===== config.mk =====
export PLATFORM = sky130hd
export DESIGN_NAME = serial_add_sub
export DESIGN_NICKNAME = d
export VERILOG_FILES = /design/src/rtl/serial_arith_pkg.sv /design/src/rtl/serial_add_sub_full_adder.sv /design/src/rtl/serial_add_sub_half_adder.sv /design/src/rtl/serial_add_sub.sv
export SDC_FILE = /design/constraint.sdc
export NUM_CORES = 1
export LEC_CHECK = 0
export ABC_AREA = 0
export BUFFER_PORTS_ARGS = -buffer_cell sky130_fd_sc_hd__buf_2
export CORE_ASPECT_RATIO = 1.1
export CORE_UTILIZATION = 56
export CTS_BUF_LIST = sky130_fd_sc_hd__clkbuf_4
export DETAILED_ROUTE_END_ITERATION = 10
export PLACE_DENSITY = 0.81
export SLEW_MARGIN = 0
export SYNTH_ARGS = -nofsm -noshare
export SYNTH_HDL_FRONTEND = slang
export SYNTH_SLANG_ARGS = --single-unit

===== constraint.sdc =====
create_clock -name clk -period 1.6 [get_ports clk]
set_input_delay 0.24 -clock clk [delete_from_list [all_inputs] [get_ports clk]]
set_output_delay 0.24 -clock clk [all_outputs]
set_load 0.1 [all_outputs]

===== src/rtl/serial_arith_pkg.sv =====
// Shared types and constants for the bit-serial arithmetic unit.
// FSM state encoding plus counter-width helpers.
package serial_arith_pkg;

  typedef enum logic [1:0] {
    IDLE = 2'd0,
    RUN  = 2'd1,
    DONE = 2'd2
  } state_e;

  localparam int DEF_WIDTH = 8;
  localparam int CNT_W     = $clog2(DEF_WIDTH);

  // Counter width for a given operand width; never below one bit.
  function automatic int cnt_w(input int w);
    return (w < 2) ? 1 : $clog2(w);
  endfunction

endpackage


===== src/rtl/serial_add_sub_full_adder.sv =====
// Full adder cell: two half adders chained.
// Carry-out is the OR of both partial carries.
module full_adder (
  input  logic i_a,
  input  logic i_b,
  input  logic i_c,
  output logic o_s,
  output logic o_c
);

  logic w_s0;
  logic w_c0;
  logic w_c1;

  half_adder u_ha0 (
    .i_a (i_a),
    .i_b (i_b),
    .o_s (w_s0),
    .o_c (w_c0)
  );

  half_adder u_ha1 (
    .i_a (w_s0),
    .i_b (i_c),
    .o_s (o_s),
    .o_c (w_c1)
  );

  assign o_c = w_c0 | w_c1;

endmodule


===== src/rtl/serial_add_sub_half_adder.sv =====
// Half adder cell.
// Sum is XOR, carry is AND.
module half_adder (
  input  logic i_a,
  input  logic i_b,
  output logic o_s,
  output logic o_c
);

  assign o_s = i_a ^ i_b;
  assign o_c = i_a & i_b;

endmodule


===== src/rtl/serial_add_sub.sv =====
// Bit-serial adder/subtractor, one bit per clock, LSB first.
// One full-adder cell plus carry flop; start/busy/done handshake.
module serial_add_sub
  import serial_arith_pkg::*;
#(
  parameter int WIDTH = 8
) (
  input  logic             clk,
  input  logic             rst,
  input  logic             start,
  input  logic             sub,
  input  logic [WIDTH-1:0] a,
  input  logic [WIDTH-1:0] b,
  output logic             busy,
  output logic             done,
  output logic [WIDTH-1:0] result,
  output logic             cout,
  output logic             overflow
);

  localparam int CW = cnt_w(WIDTH);
  localparam logic [CW-1:0] LAST   = CW'(WIDTH - 1);
  localparam logic [CW-1:0] PENULT = CW'(WIDTH - 2);

  state_e           r_state;
  logic [WIDTH-1:0] r_sha;
  logic [WIDTH-1:0] r_shb;
  logic [WIDTH-1:0] r_result;
  logic [CW-1:0]    r_cnt;
  logic             r_carry;
  logic             r_ovf_c;
  logic             r_cout;
  logic             r_ovf;
  logic             r_busy;
  logic             r_done;

  logic w_s;
  logic w_c;

  full_adder u_fa (
    .i_a (r_sha[0]),
    .i_b (r_shb[0]),
    .i_c (r_carry),
    .o_s (w_s),
    .o_c (w_c)
  );

  // FSM, shift datapath and registered flags in one sequential block.
  always_ff @(posedge clk) begin
    if (rst) begin
      r_state  <= IDLE;
      r_sha    <= '0;
      r_shb    <= '0;
      r_result <= '0;
      r_cnt    <= '0;
      r_carry  <= 1'b0;
      r_ovf_c  <= 1'b0;
      r_cout   <= 1'b0;
      r_ovf    <= 1'b0;
      r_busy   <= 1'b0;
      r_done   <= 1'b0;
    end else begin
      r_done <= 1'b0;
      unique case (r_state)
        IDLE, DONE: begin
          if (start) begin
            r_state  <= RUN;
            r_busy   <= 1'b1;
            r_sha    <= a;
            r_shb    <= sub ? ~b : b;
            r_carry  <= sub;
            r_cnt    <= '0;
            r_ovf_c  <= 1'b0;
            r_result <= '0;
            r_cout   <= 1'b0;
            r_ovf    <= 1'b0;
          end else begin
            r_state <= IDLE;
          end
        end
        RUN: begin
          r_sha    <= r_sha >> 1;
          r_shb    <= r_shb >> 1;
          r_result <= {w_s, r_result[WIDTH-1:1]};
          r_carry  <= w_c;
          if (r_cnt == PENULT) begin
            r_ovf_c <= w_c;
          end
          if (r_cnt == LAST) begin
            r_state <= DONE;
            r_busy  <= 1'b0;
            r_done  <= 1'b1;
            r_cout  <= w_c;
            r_ovf   <= w_c ^ r_ovf_c;
          end else begin
            r_cnt <= r_cnt + CW'(1);
          end
        end
        default: begin
          r_state <= IDLE;
          r_busy  <= 1'b0;
        end
      endcase
    end
  end

  assign busy     = r_busy;
  assign done     = r_done;
  assign result   = r_result;
  assign cout     = r_cout;
  assign overflow = r_ovf;

endmodule


---- Word-level counts from Yosys, hierarchy flattened ----
Cells that the tools add are included.
word-level totals
  register bits after elaboration ......... 35
  output and inout bits ................... 12
operators by class
  bitwise operators ....................... 8
  multiplexer cells ....................... 26
  add/subtract/negate cells ............... 1
  reductions and logical operators ........ 9
  equality and inequality tests ........... 8
operator list
  cell                   number
  $pmux W8 S2            3
  $mux W8                4
  $pmux W1 S2            5
  $mux W1                9
  $reduce_and A3 Y1      3
  $ne A2 B2 Y1 const B   4
  $not A8 Y8             1
  $eq A3 B3 Y1 const B   2
  $mux W3                2
  $pmux W3 S2            1
  $pmux W2 S2            1
  $reduce_and A2 Y1      2
  $reduce_or A2 Y1       2
  $add A3 B1 Y3 const B  1
  $xor A1 B1 Y1          3
  $and A1 B1 Y1          2
  $eq A2 B1 Y1 const B   1
  $eq A2 B2 Y1 const B   1
  $logic_not A2 Y1       1
  $mux W2                1
  $reduce_bool A2 Y1     1
  $not A1 Y1             1
  $or A1 B1 Y1           1

---- Logic depth before layout (Yosys ltp) ----
  depth after elaboration ................. 6
  mapped depth ............................ 5
  mapped depth without buffers ............ 5

---- Cells and area by module ----
Synthesis repeated with hierarchy kept, for this count alone.
unflattened totals
  cell total of the unflattened synthesis .. 175
  area, all modules ....................... 1526.5 um2
modules (own cells, without submodules)
  module          area an instance (um2)  instances  cells an instance
  serial_add_sub  1495.2                  1          172
  half_adder      12.5                    2          1
  full_adder      6.3                     1          1

---- Worst setup path after synthesis ----
No wires, ideal clock.
  kind .................................... register to register
  from .................................... reg r_cnt[0]
  to ...................................... reg r_cnt[1]
  setup slack ............................. 143 ps
  clock period less this slack ............ 1457 ps
  buffers on the path ..................... 0
  arrival ................................. 1329 ps
  data required time ...................... 1472 ps
  stages on the path, launching flop included .. 6
  setup time .............................. 128 ps
  cells stage by stage .................... dfxtp_1 > ha_1 > ha_1 > or3b_4 > a31oi_1 > nor2_1
between the ends
  cells in the longest elaborated chain, start to end .. 3
  elaborated cells on any way between the ends .. 6
RTL lines
  element                                           RTL line                                    source
  start: declaration                                serial_add_sub.sv:29                        logic [CW-1:0] r_cnt;
  start signal: assignment                          serial_add_sub.sv:96                        r_cnt <= r_cnt + CW'(1);
  $add A3 B1 Y3 or $eq A3 B3 Y1 (tied branches)     serial_add_sub.sv:96, serial_add_sub.sv:89
  $mux W3 or $ne A2 B2 Y1 (tied branches)           --
  $pmux W3 S2 or $reduce_and A3 Y1 (tied branches)  --
Several ways; a longest one is shown, not always the timed one. The select of a mux whose other input is x is not followed.
A chain may end at the register's enable or synchronous reset.

---- Worst setup path in the final report ----
  from .................................... reg r_cnt[1]
  to ...................................... reg r_cnt[0]
between the ends
  cells in the longest elaborated chain, start to end .. 3
RTL lines
  element                      RTL line              source
  $eq A3 B3 Y1                 serial_add_sub.sv:89  if (r_cnt == LAST) begin
  $ne A2 B2 Y1 (no line)       --
  $reduce_and A3 Y1 (no line)  --
Every way passes these cells.

==> impl_metrics.toml <==
[clocking]
clock-sinks = 35
clockBufferDepth = 2
clk_latency_ps = 330
post_cts_buffers = 0
cts_tree = "yes"
cts_buffers = 5
htree_levels = 2
cts.hold.buffers_added = 0
path_clk_slew_ps = 100
clockRootBuffer = "clkbuf_4"

[critical_path]
crit_cells = 5
r2r_end = "r_cnt[0]"
reg2reg_from = "r_cnt[1]"
cpPeakStageDelay_ps = 450
crit_end = "r_cnt[0]"
r2r_slack_ps = 50
cp_top_family = "simple AND/OR/NAND/NOR gates"
crit_top_cell = "ha_1"
cpMaxStageDelayCell = "or3b_4"
cp-end-kind = "flip-flop"
crit_path_max_fanout = 5
reg2reg_depth = 5
start_kind = "flip-flop"
path_class = "reg -> reg"
critical_path_buf_inv_count = 0
worstPathArrival_ps = 1810
cp_cell_sequence = "ha_1 > ha_1 > or3b_4 > nand2b_4 > a21oi_2"
crit_required_ps = 1860
critPathLaunch = "r_cnt[1]"

[drt]
routed_wl_um = 3120
avgRoutedWirePerCell_um = 13.4
route.detailed.drc = 0
ant_nets = 0
routed-via-count = 1339
drtIter0Drc = 41
dr.pass1.iters = 5
avgViaCountPerCell = 5.75

[synthesis]
yosysWarnings = 0
syn_inst = 172
synth-seq-cells = 35
synth.distinct_cells = 25
synth_area_mm2 = 0.00153
netlist.area_leader.share = 0.458
synth_fp_nets = 196
syn_avg_cell_area_um2 = 8.90
synth.top_cells.by_area = "dfxtp_1, a21oi_1, nand3_1"
yosys.area.top_type = "dfxtp_1"
seq_area_frac_synth = 0.458

[cells_and_area]
diodes = 0
final_area_mm2 = 0.00179
fin_nets = 225
drive_gt1_frac = 0.262
syn2layout_area_growth_pct = 16.7

[sta]
finalHoldViolCount = 0
period_minus_slack_ps = 1550
skew_ps = 6.27
hold_ws_ps = 136
period_share = 0.966
worst_pin_slew_ps = 624
maxSlewHeadroom = 0.584
max_freq_mhz = 647
setup_viol = 0
report.final.slew_viol_count = 0

[placed_design]
dpl.hpwl_um = 2100
portBuffers = 31
gp_congestion = 0.774
placed_cell_area_mm2 = 0.00169

[status]
outcome = "complete, no violations"

[die]
die-area_mm2 = 0.00295
die_h_um = 56.8
die_w_um = 51.9
io_pins = 32
rows = 19
start_util = 0.602
coreArea_mm2 = 0.00254

[job]
drv_cap = 0

[global_routing]
grt_max_degree = 36
antenna_found_initial = 0
grt_pass1_vias = 1221
grt_overflow_total = 0
globalRouteTotalUtil = 0.237
grt_pass1_wl_um = 5160

[worst_hold_path]
whs_path_depth = 3
hp-class = "in -> reg"

[power]
ir_worst_vdd_uv = 883
p_leak_nw = 0.728
power.density_mw_per_mm2 = 1010
[through the flow]
step,setup TNS (ps),total power [W],worst slack (ps),std cells,util
after global routing,-0.00933,0.00190,-0.00933,233,0.703
after global placement,0,0.00121,170,225,0.663
final,0,0.00181,54.3,233,0.703
after CTS,0,0.00182,4.87,233,0.695
after floorplan,0,0.00116,143,172,-
after detailed placement,0,0.00122,17.2,225,0.663
[state kept, by name, indices dropped and copies added (netlist names)]
register	cells
cout	1
r_shb	8
done	1
busy	1
r_ovf_c	1
r_sha	8
r_carry	1
r_state	2
result	8
r_cnt	3
overflow	1
[timing repair]
action | CTS | global route
cloned | 0 | 0
resized for setup | 1 | 5
pin swaps | 0 | 2
endpoints found under the hold margin | 0 | 0
setup endpoints to repair | 1 | 1
[worst min-delay path, stage by stage]
cell,delay [ps]
buf_2,90
nand2_1,50
a21oi_1,50
[routing by layer]
metal,GRT usage,vias up,part of all wire
met5,0,-,0
met4,0.0927,0,0.014
met3,0.0867,5,0.055
met2,0.396,49,0.52
met1,0.268,614,0.41
li1,-,671,-
[layout make-up]
| class | count | area [um^2] |
|---|---|---|
| clock inverter | 3 | 38.8 |
| sequential | 35 | 706 |
| fill | 196 | 756 |
| clock buffer | 5 | 37.5 |
| multi-input combinational | 120 | 756 |
| tap | 31 | 38.8 |
| timing repair buffer | 38 | 208 |
| inverter | 1 | 3.75 |
[report_power, final]
part	switching (W)	leakage, nW	internal, W
combinational	0.000171	0.399	0.0000978
clock	0.000283	0.0426	0.000321
sequential	0.0000269	0.287	0.000912
[how the worst min path moves through the flow]
stage	startpoint	endpoint	slack, ps
after floorplan	a[7]	r_sha[7]	380
after global placement	overflow	overflow	450
after detailed placement	overflow	overflow	460
after CTS	a[7]	r_sha[7]	130
after global routing	a[7]	r_sha[7]	130
final	a[7]	r_sha[7]	140
[synthesized netlist by cell type]
master and n:
buf_2 7, xor2_1 9, nand3_1 30, or3b_4 1
nor4b_1 1, nand2b_4 1, nand3b_1 2, inv_1 1
nand2_1 12, o21bai_1 1, nor2b_1 2, buf_4 3
o211ai_1 2, a21oi_2 1, a22oi_1 15, buf_6 2
dfxtp_1 35, clkbuf_1 4, nand2b_1 2, nor2_1 4
a31oi_1 1, fa_1 1, a21oi_1 31, nand4_1 1
ha_1 3
[cells by family after synthesis]
logic type / share of synthesized area
simple gates: 0.190
xor+xnor: 0.0515
flops: 0.458
compound gates: 0.199
fa+ha+maj: 0.0376
buf+inv: 0.0645
[layout by cell type (no fill, tap or decap)]
master     instances
a21oi_2            1
clkinv_2           1
o21bai_1           1
or3b_4             1
nand3b_1           2
nand4_1            1
ha_1               3
o211ai_1           2
buf_2             31
nor4b_2            1
buf_4              7
a22oi_1           15
nor2b_2            1
nand2b_4           1
bufinv_16          1
nor2b_1            1
fa_1               1
inv_1              1
xor2_1             9
nand2_1           12
a31oi_4            1
dfxtp_1           33
dfxtp_4            1
a21oi_1           31
clkinv_1           1
nand2b_1           2
dfxtp_2            1
clkbuf_4           5
nand3_1           30
nor2_1             4
Note: power is estimated with default switching activity, not from simulation.
